===== src/rtl/cart_mem_sched.sv =====
// Cartridge SDRAM scheduler: arbitrates ROM-download writes (buffered in a small FIFO)
// against console cartridge reads (one pending slot, one-entry cache), with an operation timeout.
module cart_mem_sched #(
  parameter int WQ_DEPTH = 4,
  parameter int TIMEOUT  = 255
) (
  input  logic        clk_sys,
  input  logic        reset,
  input  logic        ioctl_download,
  input  logic        ioctl_wr,
  input  logic [24:0] ioctl_addr,
  input  logic [7:0]  ioctl_dout,
  output logic        ioctl_wait,
  input  logic [19:0] cart_a,
  input  logic        cart_rd,
  output logic [7:0]  cart_d,
  output logic        cart_valid,
  output logic [24:0] mem_addr,
  output logic [7:0]  mem_din,
  output logic        mem_we,
  output logic        mem_rd,
  input  logic [7:0]  mem_dout,
  input  logic        mem_ready,
  output logic [5:0]  cart_pages,
  output logic        err
);

  localparam int PW = (WQ_DEPTH > 1) ? $clog2(WQ_DEPTH) : 1;
  localparam int CW = $clog2(WQ_DEPTH + 1);
  localparam int TW = $clog2(TIMEOUT + 1);

  typedef enum logic [1:0] {IDLE, WRITE, READ} state_t;

  state_t          state_q, state_d;
  logic [PW-1:0]   wptr_q, wptr_d, rptr_q, rptr_d;
  logic [CW-1:0]   count_q, count_d;
  logic            wait_q, wait_d;
  logic            pend_q, pend_d;
  logic [19:0]     pend_addr_q, pend_addr_d;
  logic            cache_valid_q, cache_valid_d;
  logic [19:0]     cache_addr_q, cache_addr_d;
  logic [7:0]      cache_data_q, cache_data_d;
  logic            stale_q, stale_d;
  logic [TW-1:0]   tmr_q, tmr_d;
  logic [24:0]     mem_addr_q, mem_addr_d;
  logic [7:0]      mem_din_q, mem_din_d;
  logic            mem_we_q, mem_we_d, mem_rd_q, mem_rd_d;
  logic [7:0]      cart_d_q, cart_d_d;
  logic            cart_valid_q, cart_valid_d;
  logic [5:0]      pages_q, pages_d;
  logic            err_q, err_d;
  logic            pop, push_ok, full;
  logic [24:0]     fifo_addr_q [WQ_DEPTH];
  logic [7:0]      fifo_data_q [WQ_DEPTH];

  // The download-active flag plays no part in scheduling; the FIFO simply drains.
  logic unused_download;
  assign unused_download = ioctl_download;

  always_comb begin
    state_d       = state_q;
    wptr_d        = wptr_q;
    rptr_d        = rptr_q;
    count_d       = count_q;
    pend_d        = pend_q;
    pend_addr_d   = pend_addr_q;
    cache_valid_d = cache_valid_q;
    cache_addr_d  = cache_addr_q;
    cache_data_d  = cache_data_q;
    stale_d       = stale_q;
    tmr_d         = tmr_q;
    mem_addr_d    = mem_addr_q;
    mem_din_d     = mem_din_q;
    mem_we_d      = 1'b0;
    mem_rd_d      = 1'b0;
    cart_d_d      = cart_d_q;
    cart_valid_d  = 1'b0;
    pages_d       = pages_q;
    err_d         = err_q;
    pop           = 1'b0;

    if (ioctl_wr) cache_valid_d = 1'b0;

    case (state_q)
      IDLE: begin
        if (count_q != '0) begin
          pop        = 1'b1;
          mem_addr_d = fifo_addr_q[rptr_q];
          mem_din_d  = fifo_data_q[rptr_q];
          mem_we_d   = 1'b1;
          tmr_d      = TW'(1);
          state_d    = WRITE;
        end else if (pend_q) begin
          pend_d = 1'b0;
          if (cache_valid_q && cache_addr_q == pend_addr_q) begin
            cart_d_d     = cache_data_q;
            cart_valid_d = 1'b1;
          end else begin
            mem_addr_d = {5'd0, pend_addr_q};
            mem_rd_d   = 1'b1;
            tmr_d      = TW'(1);
            stale_d    = ioctl_wr;
            state_d    = READ;
          end
        end
      end
      WRITE: begin
        if (mem_ready) begin
          pages_d = mem_addr_q[19:14];
          state_d = IDLE;
        end else if (tmr_q == TW'(TIMEOUT)) begin
          err_d   = 1'b1;
          state_d = IDLE;
        end else begin
          tmr_d = tmr_q + 1'b1;
        end
      end
      READ: begin
        if (ioctl_wr) stale_d = 1'b1;
        if (mem_ready) begin
          cart_d_d      = mem_dout;
          cart_valid_d  = 1'b1;
          cache_addr_d  = mem_addr_q[19:0];
          cache_data_d  = mem_dout;
          // A download byte pushed while the read was in flight may target this address.
          cache_valid_d = !(stale_q || ioctl_wr);
          state_d       = IDLE;
        end else if (tmr_q == TW'(TIMEOUT)) begin
          cart_d_d     = 8'hFF;
          cart_valid_d = 1'b1;
          err_d        = 1'b1;
          state_d      = IDLE;
        end else begin
          tmr_d = tmr_q + 1'b1;
        end
      end
      default: state_d = IDLE;
    endcase

    if (cart_rd) begin
      pend_d      = 1'b1;
      pend_addr_d = cart_a;
    end

    // A pop in the same cycle frees a slot, so a push into a full FIFO is still accepted then.
    full    = (count_q == CW'(WQ_DEPTH));
    push_ok = ioctl_wr && (!full || pop);
    if (ioctl_wr && !push_ok) err_d = 1'b1;
    if (push_ok) wptr_d = wptr_q + 1'b1;
    if (pop)     rptr_d = rptr_q + 1'b1;
    if (push_ok && !pop)      count_d = count_q + 1'b1;
    else if (!push_ok && pop) count_d = count_q - 1'b1;
    wait_d = (count_d >= CW'(WQ_DEPTH - 1));
  end

  always_ff @(posedge clk_sys) begin
    if (reset) begin
      state_q       <= IDLE;
      wptr_q        <= '0;
      rptr_q        <= '0;
      count_q       <= '0;
      wait_q        <= 1'b0;
      pend_q        <= 1'b0;
      cache_valid_q <= 1'b0;
      stale_q       <= 1'b0;
      tmr_q         <= '0;
      mem_addr_q    <= '0;
      mem_din_q     <= '0;
      mem_we_q      <= 1'b0;
      mem_rd_q      <= 1'b0;
      cart_d_q      <= 8'hFF;
      cart_valid_q  <= 1'b0;
      pages_q       <= '0;
      err_q         <= 1'b0;
    end else begin
      state_q       <= state_d;
      wptr_q        <= wptr_d;
      rptr_q        <= rptr_d;
      count_q       <= count_d;
      wait_q        <= wait_d;
      pend_q        <= pend_d;
      cache_valid_q <= cache_valid_d;
      stale_q       <= stale_d;
      tmr_q         <= tmr_d;
      mem_addr_q    <= mem_addr_d;
      mem_din_q     <= mem_din_d;
      mem_we_q      <= mem_we_d;
      mem_rd_q      <= mem_rd_d;
      cart_d_q      <= cart_d_d;
      cart_valid_q  <= cart_valid_d;
      pages_q       <= pages_d;
      err_q         <= err_d;
    end
  end

  always_ff @(posedge clk_sys) begin
    pend_addr_q  <= pend_addr_d;
    cache_addr_q <= cache_addr_d;
    cache_data_q <= cache_data_d;
    if (push_ok) begin
      fifo_addr_q[wptr_q] <= ioctl_addr;
      fifo_data_q[wptr_q] <= ioctl_dout;
    end
  end

  assign ioctl_wait = wait_q;
  assign cart_d     = cart_d_q;
  assign cart_valid = cart_valid_q;
  assign mem_addr   = mem_addr_q;
  assign mem_din    = mem_din_q;
  assign mem_we     = mem_we_q;
  assign mem_rd     = mem_rd_q;
  assign cart_pages = pages_q;
  assign err        = err_q;

endmodule

===== config.mk =====
export PLATFORM = sky130hd
export DESIGN_NAME = cart_mem_sched
export DESIGN_NICKNAME = d
export VERILOG_FILES = /design/src/rtl/cart_mem_sched.sv
export SDC_FILE = /design/constraint.sdc
export NUM_CORES = 1
export LEC_CHECK = 0
export BUFFER_PORTS_ARGS = -buffer_cell sky130_fd_sc_hd__buf_2
export CAP_MARGIN = 30
export CORE_ASPECT_RATIO = 0.9
export CORE_MARGIN = 2
export CORE_UTILIZATION = 40
export CTS_CLUSTER_DIAMETER = 200
export DETAILED_ROUTE_END_ITERATION = 12
export GPL_ROUTABILITY_DRIVEN = 0
export PLACE_DENSITY = 0.59
export REMOVE_ABC_BUFFERS = 1
export SKIP_LAST_GASP = 1
export SLEW_MARGIN = 20
export SYNTH_ARGS = -nofsm -noshare
export SYNTH_HDL_FRONTEND = slang
export SYNTH_SLANG_ARGS = --single-unit

===== constraint.sdc =====
create_clock -name clk_sys -period 2.4 [get_ports clk_sys]
set_clock_uncertainty 0.1 [all_clocks]
set_input_delay 0.72 -clock clk_sys [delete_from_list [all_inputs] [get_ports clk_sys]]
set_output_delay 0.72 -clock clk_sys [all_outputs]
set_load 0.02 [all_outputs]

Word-level counts from Yosys, hierarchy flattened --
Memory sizes are Yosys's and may differ from the RTL's. A register that Yosys moved wholly into a read port is not among the register bits. Index checks and enable logic that the tools add are counted. Widths: inputs -> output; s select.
Operators by class: bitwise logic cells 2, $mul 0, reductions and logical operators 31, muxes and demuxes 51, shift operators 0, $add $sub $neg 5, eq/ne operators 19, order comparisons 1, div/mod/pow operators 0
Operator list (count):
- $mux 8 | 10
- $mux 25 | 3
- $pmux 8 s2 | 2
- $mux 1 | 24
- $eq 20x20->1 | 1
- $ne 2x2->1 const B | 9
- $reduce_and 5->1 | 3
- $mux 2 | 7
- $reduce_bool 2->1 | 6
- $ne 3x3->1 const B | 3
- $reduce_and 3->1 | 3
- $add 8x1->8 const B | 1
- $eq 8x8->1 const B | 1
- $reduce_and 2->1 | 4
- $mux 3 | 2
- $logic_and 1x1->1 | 5
- $add 2x1->2 const B | 2
- $logic_not 1->1 | 4
- $pmux 1 s2 | 2
- $pmux 2 s2 | 1
- $reduce_or 4->1 | 1
- $add 3x1->3 const B | 1
- $eq 3x3->1 const B | 1
- $ge 3x2->1 const B | 1
- other kinds (10) | 12
Word-level totals: memory bits (writable) 132, bits in read-only memories 0, bits in latches 0, memories 2, register bits 112
Memories:
- fifo_addr_q | words 4, width 25, rd ports 1, clocked after Yosys merged registers in 1, write ports 1, RTL line 53 | logic [24:0] fifo_addr_q [WQ_DEPTH];
- fifo_data_q | words 4, width 8, rd ports 1, clocked after Yosys merged registers in 1, write ports 1, RTL line 54 | logic [7:0] fifo_data_q [WQ_DEPTH];

Logic depth before layout (Yosys ltp) --
Gate-level depths: netlist of run 1.
word-level depth 10, gate-level depth with buffers 9, depth with buffers taken out 8

Least setup slack after synthesis of run 1 --
Ideal clock, no wire load.
kind input-to-reg, from input port ioctl_wr, to memory fifo_addr_q[0][0] (enable), data arrival time 1.843 ns, library setup time 0.393 ns, path slack 0.063 ns, path buffers 1, stages 2, cell sequence clkbuf_1 > and3_1
Between the ends: longest elaborated chain between the ends 3
Ends and longest elaborated chain:
- from (decl) | RTL line 10 | input logic ioctl_wr,
- $logic_and 1x1->1 | RTL line 147 | push_ok = ioctl_wr && (!full || pop);
- $mux 1 | RTL line 200 | if (push_ok) begin
- $mux 1 (implied by the code) | RTL line 201 | fifo_addr_q[wptr_q] <= ioctl_addr;
- to (decl) | RTL line 53
No other way between the ends.

Worst setup path in the final report of run 1 --
from register pend_addr_q[11], to register mem_addr_q[15], in the netlist mem_addr[15]
Between the ends: longest elaborated chain between the ends 4
Ends and longest elaborated chain:
- from (decl) | RTL line 39 | logic [19:0] pend_addr_q, pend_addr_d;
- from (signal assigned) | RTL line 197 | pend_addr_q <= pend_addr_d;
- $eq 20x20->1 | RTL line 95 | if (cache_valid_q && cache_addr_q == pend_addr_q) begin
- $logic_and 1x1->1 | RTL line 95
- $ne 2x2->1 (no line)
- $reduce_and 3->1 (no line)
- to (signal assigned) | RTL line 185 | mem_addr_q <= mem_addr_d;
- to (decl) | RTL line 45 | logic [24:0] mem_addr_q, mem_addr_d;
No other way between the ends. A chain may end at the register's enable or synchronous reset.

==> results of run 1 <==
metrics by stage:
stage	cells	utilization (%)	cell area, um^2	hold WS, ns
2_1_floorplan	608	-	9698	0.3560
3_3_place_gp	1063	45.55	11020	0.3378
3_5_place_dp	1063	45.55	11020	0.3426
4_1_cts	1118	49.52	11980	0.2274
5_1_grt	1120	49.81	12050	0.2308
6_report	1121	49.82	12050	0.2490
worst max path at each step:
stage                     slack, ns       startpoint           end
final                         -0.10  pend_addr_q[11]  mem_addr[15]
after floorplan               -0.96  pend_addr_q[11]  mem_addr[20]
after global routing          -0.20  pend_addr_q[11]       stale_q
after detailed placement      -0.18  pend_addr_q[11]      tmr_q[5]
after CTS                     -0.07   pend_addr_q[1]      tmr_q[5]
after global placement        -0.06   pend_addr_q[0]      tmr_q[5]
logic make-up (layout without fill, tap and decap cells):
kind of cell    Yosys count  after routing  share of synthesized area, %
flops                   254            254                         69.95
xor+xnor                 24             24                         2.135
compound gates           89             89                         6.202
buf+inv                  48            214                         1.906
fa+ha+maj                11             11                         1.398
simple gates            157            158                         7.893
other cells               0              1                             0
mux                      62             62                         10.51
power by group:
group	total [mW]	switching, mW	internal, mW
Clock	3.94	1.65	2.30
Combinational	3.83	2.22	1.61
Sequential	5.69	0.367	5.33
Total	13.5	4.23	9.23
worst max-delay path, delay by kind of cell (launching register included):
family	cells	cell delay, ns
flops	1	0.42
buf+inv	4	0.68
xor+xnor	1	0.20
compound gates	2	0.38
simple gates	3	0.60
synth_stat cells, types with 2 or more instances:
| library cell | n |
|---|---|
| nor4_1 | 4 |
| nand2_1 | 37 |
| nand3b_1 | 4 |
| nand4_1 | 30 |
| nor3_1 | 7 |
| o21a_1 | 2 |
| ha_1 | 11 |
| mux2i_1 | 28 |
| nand2b_1 | 2 |
| xor2_1 | 17 |
| mux4_2 | 33 |
| nor2b_1 | 5 |
| and3_1 | 4 |
| a32o_1 | 5 |
| xnor2_1 | 7 |
| inv_1 | 10 |
| a21oi_1 | 32 |
| a31oi_1 | 2 |
| dfxtp_1 | 74 |
| buf_2 | 6 |
| nand3_1 | 11 |
| o21ai_0 | 3 |
| clkbuf_1 | 30 |
| edfxtp_1 | 180 |
| o31ai_1 | 26 |
| o22a_1 | 7 |
| a21o_1 | 2 |
| and2_1 | 6 |
| nor2_1 | 42 |
| or2_2 | 2 |
what timing repair did:
action,in CTS,in global routing
pin swaps,7,7
gates resized for setup,11,7
buffers inserted,5,1
setup endpoints to repair,42,46
cloned,2,1
layer usage:
layer	vias to the layer above	global-route usage, %	wire length, um
li1	2796	-	-
met4	0	3.948	478
met1	3044	22.30	9666
met5	-	0	0
met2	191	30.50	11290
met3	35	3.547	1463
sequential cells by signal (all words and copies together), names as in the netlist, 8 cells and up, named ones only:
name          flops
fifo_addr_q     100
pend_addr_q      20
cache_data_q      8
fifo_data_q      32
mem_addr         25
mem_din           8
cart_d            8
tmr_q             8
cache_addr_q     20
layout make-up:
type                            count  area share (%)
Timing Repair Buffer              155           8.565
Clock inverter                     10           1.059
Sequential cell                   254           57.15
Clock buffer                       38           5.939
Inverter                           11          0.3426
Multi-Input combinational cell    344           23.72
Antenna cell                        1         0.02076
Tap cell                          308           3.198
==> results.cfg, run 1 <==
[status]
outcome = complete, but fails checks
violations = setup timing

[min_path]
hold_depth = 1
worstHoldStart = cart_a[9]
min_to = pend_addr_q[9]
min_path_type = input port to register

[power]
powerDensity_nw_per_um2 = 1117
leakage_nw = 4.447
vdd.ir_drop.worst_mv = 0.8093
finalPower_mw = 13.47

[timing]
maxSlewViolCount = 0
fin_crit_ns = 2.501
tightest_slew_ns = 0.6586
max_freq_mhz = 399.8
slew-limit-headroom_pct = 56.03
finalCritPeriodShare_pct = 104.2
finalHoldViolCount = 0
setup_tns_ns = -1.695
rsz0062_at_grt = true
fin_ws_ns = -0.1011
finalSetupViolations = 35

[detailed_routing]
wl_per_cell_um = 20.43
drt.antenna.violating_nets = 0
routed_wl_mm = 22.90
vias_per_cell = 5.411
first_iter_violations = 383
drc = 0
vias = 6066
dr.pass1.iters = 5

[logic_synthesis]
synth_edf_count = 180
synth_area_um2 = 9844
synth_top_cell_by_area = edfxtp_1
synth_seq_area_share_pct = 69.95
async_flop_share_pct = 0
synth-seq-cells = 254
syn_inst = 645
avgSynthCellArea_um2 = 15.26
synth_area_leaders = edfxtp_1 55%, dfxtp_1 15%, mux4_2 7.5%
yosys_warnings = 0
yosys.area.top_type_share_pct = 54.91
yosysUniqueCellTypes = 46
ys.flop_type = edfxtp_1

[worst_setup_path]
rrSetupSlack_ns = -0.10
cp.arrival_ns = 2.83
r2r_end = mem_addr[15]
r2r_start = pend_addr_q[11]
slowest_stage = edfxtp_1
critical_path.max_stage_delay_ns = 0.42
critPathRequiredTime_ns = 2.73
setup.worst_path.end_class = register
worstPathCellList = xor2_1 > nor4_2 > buf_4 > nand4_1 > buf_4 > o311ai_4 > buf_6 > buf_12 > nand4_1 > o31ai_1
cp-start-kind = register
worstSetupPathType = register to register
rr_worst_depth = 10
cp_max_fo = 10

[grt]
grtUsageTotal_pct = 17.40
grt_max_degree = 75
grt_pass1_wl_mm = 34.78
grt_pass1_vias = 6142
grt_overflow = 0
antenna_found_initial = 1

[floorplan]
coreArea_um2 = 24190
start_util_pct = 40.70
fp.dieH_um = 152.8
die_area_um2 = 25880
fp.dieW_um = 169.4
num_io_pins = 119
rows = 54

[cells_and_area]
layout_common_cells = 180 x edfxtp_1, 117 x buf_2, 73 x dfxtp_1, 42 x nor2_1, 37 x nand2_1
drive_gt1_share_pct = 30.17
synthToLayoutAreaGrowth_pct = 22.42
final_nets = 870
layout_commonest_cell = edfxtp_1
ff_latch_area_um2 = 6888
n_fill_cell = 2071
multi_input_area_um2 = 2859

[clocking]
clockBufferDepth = 3
cts-buffers-inserted = 26
cts_tree = yes
cts_root_buf = clkbuf_16
htreeDepth = 1
cts.sinks = 254
path_clk_slew_ns = 0.06
hold_buffers = 0
clk_latency_ns = 0.55

[placed_design]
port_buffers = 117
dp_hpwl_mm = 14.03
post-place-ws_ns = -0.1815

[flow_run]
max-cap-violations = 0
Power figures use the tool's default switching activity.
==> run 2, diff against run 1 <==
Settings changed: PLACE_DENSITY 0.59 to 0.56.
Clock period 2.4 ns to 3.25 ns, I/O delays scaled along.
==> results.cfg, run 2 (synthesis results as in run 1) <==
[clocking]
post_cts_resized = 0
clk_latency_ns = 0.55
cts-buffers-inserted = 27
cts_setup_buffers = 0
htreeDepth = 1
cts_tree = yes
cts.sinks = 254
path_clk_slew_ns = 0.06
clockBufferDepth = 3
cts_root_buf = clkbuf_16
hold_buffers = 0

[worst_setup_path]
cp_top_family = simple AND/OR/NAND/NOR gates
worstPathCellList = xor2_1 > nor4_1 > nand4_1 > or4_1 > a31o_1 > a21oi_1
worstSetupPathType = register to register
setup.worst_path.end_class = register
cp.arrival_ns = 3.23
cp_max_fo = 9
critPathRequiredTime_ns = 3.61
critical_path.max_stage_delay_ns = 0.81
slowest_stage = or4_1
cp-start-kind = register
path_buf_inv = 0

[grt]
grt_pass1_vias = 6098
grt_max_degree = 30
grtUsageTotal_pct = 17.19
grt_pass1_wl_mm = 34.47
antenna_found_initial = 1
grt_overflow = 0

[cells_and_area]
regMostFlops = fifo_addr_q
instances_no_fill = 1103
n_fill_cell = 2086
drive_gt1_share_pct = 27.46
layout_common_cells = 180 x edfxtp_1, 117 x buf_2, 73 x dfxtp_1, 42 x nor2_1, 37 x nand2_1
layout_commonest_cell = edfxtp_1
largest_reg_flops = 100
final_nets = 852
synthToLayoutAreaGrowth_pct = 19.65

[timing]
max_freq_mhz = 348.8
tightest_slew_ns = 0.8155
fin_crit_ns = 2.867
hold_slack_ns = 0.3503
slew-limit-headroom_pct = 45.63
rsz0062_at_grt = false
finalHoldViolCount = 0
finalSetupViolations = 0
maxSlewViolCount = 0
finalCritPeriodShare_pct = 88.21

[power]
p_sw_share_pct = 31.26
vdd.ir_drop.worst_mv = 0.4388
pwr-share-comb_pct = 26.2
p_sw_mw = 3.065
pwr-share-seq_pct = 43.3
pwr-share-clk_pct = 30.5
p_int_mw = 6.739
powerDensity_nw_per_um2 = 832.3
leakage_nw = 4.316

[placed_design]
place_inst = 1053
port_buffers = 117
dp_hpwl_mm = 14.49

[detailed_routing]
vias_per_cell = 5.413
wl_per_cell_um = 20.28
wl_met1_mm = 10.13
route.met3.wl_mm = 1.223
drt.antenna.violating_nets = 0
drc = 0
vias = 5971
first_iter_violations = 388
dr.pass1.iters = 4
routed_wl_mm = 22.37
wl_met2_mm = 10.53
highest_layer = met4

[floorplan]
start_util_pct = 40.70
fp.dieW_um = 169.4
coreArea_um2 = 24190
die_area_um2 = 25880
fp.dieH_um = 152.8
rows = 54
num_io_pins = 119

[flow_run]
max-cap-violations = 0

[status]
outcome = finished clean

[min_path]
min_path_type = register to register
run 2: cell types whose count changed in the layout (fill, tap and decap cells not counted), sizes merged:
cell and change:
clkbuf +2, clkinv -2, buf -17, or4 -1
run 2: cell type report:
class                      count  area (um^2)  share of cell area [%]
tap                          308        385.4                   3.272
multi-input combinational    343         2793                   23.71
sequential                   254         6888                   58.48
inverter                      11        41.29                  0.3505
antenna                        1        2.502                 0.02124
timing repair buffer         137        798.3                   6.777
clock buffer                  41        768.2                   6.522
clock inverter                 8        102.6                  0.8710
run 2: power by group through the flow:
stage	clock network (mW)	registers, mW	logic [mW]
2_1_floorplan	0	4.48	1.39
3_3_place_gp	0	4.29	2.51
3_5_place_dp	0	4.31	2.57
4_1_cts	3.06	4.25	2.58
5_1_grt	3.21	4.30	2.77
6_report	2.99	4.24	2.57
run 2: per-layer routing:
layer | GRT usage (%) | vias to the layer above
met5 | 0 | -
met4 | 4.396 | 0
met3 | 3.237 | 42
met2 | 28.30 | 173
met1 | 23.62 | 3006
li1 | - | 2750
run 2: worst register-to-register path: cells and delay by family, from the launching register on:
family                    cells  cell delay [ns]
xor gates and xnor gates      1             0.20
DFF                           1             0.43
and+or+nand+nor               3             1.66
AOI/OAI and AO/OA             2             0.40
run 2: final timing paths:
path	startpoint	endpoint	slack, ns	cells after the start
max	pend_addr_q[9]	tmr_q[5]	0.38	6
min	mem_din[4]	mem_din[4]	0.35	2
max reg2reg	pend_addr_q[9]	tmr_q[5]	0.38	6
min reg2reg	mem_din[4]	mem_din[4]	0.35	2
run 2: through the flow:
step                power (mW)  utilization (%)  cell area [um^2]  worst slack (ns)  setup TNS (ns)
finish                   9.804            48.70             11780            0.3831               0
global route             10.27            48.69             11780            0.3439               0
CTS                      9.889            48.69             11780            0.4449               0
detailed placement       6.885            45.09             10910            0.4893               0
global placement         6.805            45.09             10910            0.5343               0
floorplan                5.875                -              9698           -0.1064          -2.153
==> run 3, diff against run 2 <==
--- a/config.mk
+++ b/config.mk
@@ -6,4 +6,5 @@
 export NUM_CORES = 1
 export LEC_CHECK = 0
+export ABC_AREA = 1
 export BUFFER_PORTS_ARGS = -buffer_cell sky130_fd_sc_hd__buf_2
 export CAP_MARGIN = 30
--- a/constraint.sdc
+++ b/constraint.sdc
@@ -3,3 +3,3 @@
 set_input_delay 0.975 -clock clk_sys [delete_from_list [all_inputs] [get_ports clk_sys]]
 set_output_delay 0.975 -clock clk_sys [all_outputs]
-set_load 0.02 [all_outputs]
+set_load 0.005 [all_outputs]
==> results.cfg, run 3 <==
[status]
outcome = finished clean

[logic_synthesis]
synth_seq_area_share_pct = 64.84
synth_compound_area_share_pct = 10.07
avgSynthCellArea_um2 = 10.09
synthXorXnorAreaFrac_pct = 0.2474
synth_most_common_cell = edfxtp_1
yosys_warnings = 0
synth-simple-area-share_pct = 17.14
ys.flop_type = edfxtp_1
yosysUniqueCellTypes = 38
synth_area_leaders = edfxtp_1 51%, dfxtp_1 14%, nand2_1 6.3%
synth_area_um2 = 10620
synth-seq-cells = 254
yosys.area.top_type_share_pct = 50.90
synth_top_cell_by_area = edfxtp_1
async_flop_share_pct = 0
synth_edf_count = 180
synth_top_family_by_area = simple AND/OR/NAND/NOR gates
synthAdderAreaFrac_pct = 1.296
syn_inst = 1053
synth_common_cells = 180 x edfxtp_1, 177 x nand2_1, 157 x nor2_1
synthMuxAreaShare_pct = 0.09425

[clocking]
path_clk_slew_ns = 0.06
cts_root_buf = clkbuf_16
cts.sinks = 254
cts-buffers-inserted = 28
post_cts_resized = 0
clockBufferDepth = 3
hold_buffers = 0
cts_tree = yes
cts_setup_buffers = 0
htreeDepth = 1
clk_latency_ns = 0.55

[detailed_routing]
routed_wl_mm = 24.32
dr.pass1.iters = 5
wl_per_cell_um = 15.76
drc = 0
vias = 7446
vias_per_cell = 4.826
first_iter_violations = 524
drt.antenna.violating_nets = 0

[floorplan]
coreArea_um2 = 26070
die_area_um2 = 27870
num_io_pins = 119
fp.dieH_um = 158.6
start_util_pct = 40.75
fp.dieW_um = 175.8
rows = 56

[timing]
fin_crit_ns = 2.384
finalHoldViolCount = 0
setup_tns_ns = 0
slew-limit-headroom_pct = 52.75
finalSetupViolations = 0
max_freq_mhz = 419.5
rsz0062_at_grt = false
tightest_slew_ns = 0.7078
finalCritPeriodShare_pct = 73.34
maxSlewViolCount = 0

[cells_and_area]
layout_commonest_cell = edfxtp_1
instances_no_fill = 1543
layout_common_cells = 180 x edfxtp_1, 177 x nand2_1, 153 x nor2_1, 117 x buf_2, 113 x inv_1
synthToLayoutAreaGrowth_pct = 17.34
regMostFlops = fifo_addr_q
largest_reg_flops = 100
drive_gt1_share_pct = 17.45
post-route-util_pct = 47.81
final_cell_area_um2 = 12460
final_nets = 1248

[placed_design]
dp_hpwl_mm = 15.59
placed_area_um2 = 11570
port_buffers = 117
place_inst = 1488

[worst_setup_path]
crit_top_cell = inv_1
cp.arrival_ns = 2.71
cp-start-kind = register
worstSetupPathType = register to register
critical_path.max_stage_delay_ns = 0.33
slowest_stage = nand4_2
critPathRequiredTime_ns = 3.58
r2r_start = count_q[0]
setup.worst_path.end_class = register
rr_worst_depth = 11
cp_max_fo = 42
r2r_end = tmr_q[0]
rrSetupSlack_ns = 0.87
worstPathCellList = inv_1 > ha_1 > inv_1 > nor2_4 > inv_2 > nor2_1 > nand4_2 > nand3_4 > nand2_1 > inv_1 > nor2_1

[grt]
antenna_found_initial = 5
grt_max_degree = 51
grt_pass1_wl_mm = 38.08
grt_pass1_vias = 6956
grtUsageTotal_pct = 17.55
grt_overflow = 0

[power]
powerDensity_nw_per_um2 = 896.8
vdd.ir_drop.worst_mv = 0.5639
leakage_nw = 5.186
finalPower_mw = 11.18

[min_path]
hold_depth = 1
min_to = cache_valid_q
worstHoldStart = stale_q
min_path_type = register to register

[flow_run]
max-cap-violations = 0
run 3: worst max-delay path by stage:
stage / from / end / slack [ns]
finish: count_q[0] / tmr_q[0] / 0.87
global route: count_q[1] / tmr_q[0] / 0.61
CTS: count_q[0] / tmr_q[0] / 0.83
detailed placement: ioctl_wr / fifo_addr_q[3][7] / 0.80
global placement: ioctl_wr / fifo_addr_q[3][8] / 0.82
floorplan: ioctl_wr / fifo_addr_q[0][0] / 0.24
run 3: through the flow:
step           setup slack, ns  hold slack [ns]
4_1_cts                 0.8335           0.3463
3_5_place_dp            0.8017           0.3293
2_1_floorplan           0.2412           0.3074
6_report                0.8664           0.3480
5_1_grt                 0.6068           0.3681
3_3_place_gp            0.8165           0.3240
run 3: layout make-up:
| type | count | area (um^2) |
|---|---|---|
| multi-input combinational | 632 | 3074 |
| clock inverter | 22 | 177.7 |
| sequential | 254 | 6887 |
| inverter | 121 | 454.2 |
| timing repair buffer | 133 | 718.2 |
| clock buffer | 30 | 708.2 |
| fill | 2437 | 13600 |
| tap | 348 | 435.4 |
| antenna | 3 | 7.507 |
run 3: power breakdown:
group | switching [mW] | internal [mW] | total (mW) | leakage, nW
logic | 2.64 | 1.30 | 3.93 | 2.47
clock network | 1.26 | 1.74 | 3.00 | 0.441
registers | 0.247 | 4.00 | 4.24 | 2.28
total | 4.15 | 7.03 | 11.2 | 5.19
run 3: logic make-up after synthesis:
logic type	after synthesis
compound gates	193
xor+xnor	3
simple gates	424
mux	1
buf+inv	167
fa+ha+maj	11
flops	254
run 3: routing by layer:
layer	wire length (um)	global-route usage, %
met5	27	0
met4	426	4.211
met3	1339	3.438
met2	10960	28.12
met1	11560	24.73
run 3: worst max-delay path, delay by kind of cell, from the launching register on:
kind                     cells  cell delay [ns]
buffers and inverters        4             0.55
AND/OR/NAND/NOR              6             1.11
flip-flops                   1             0.32
adder cells (fa/ha/maj)      1             0.20
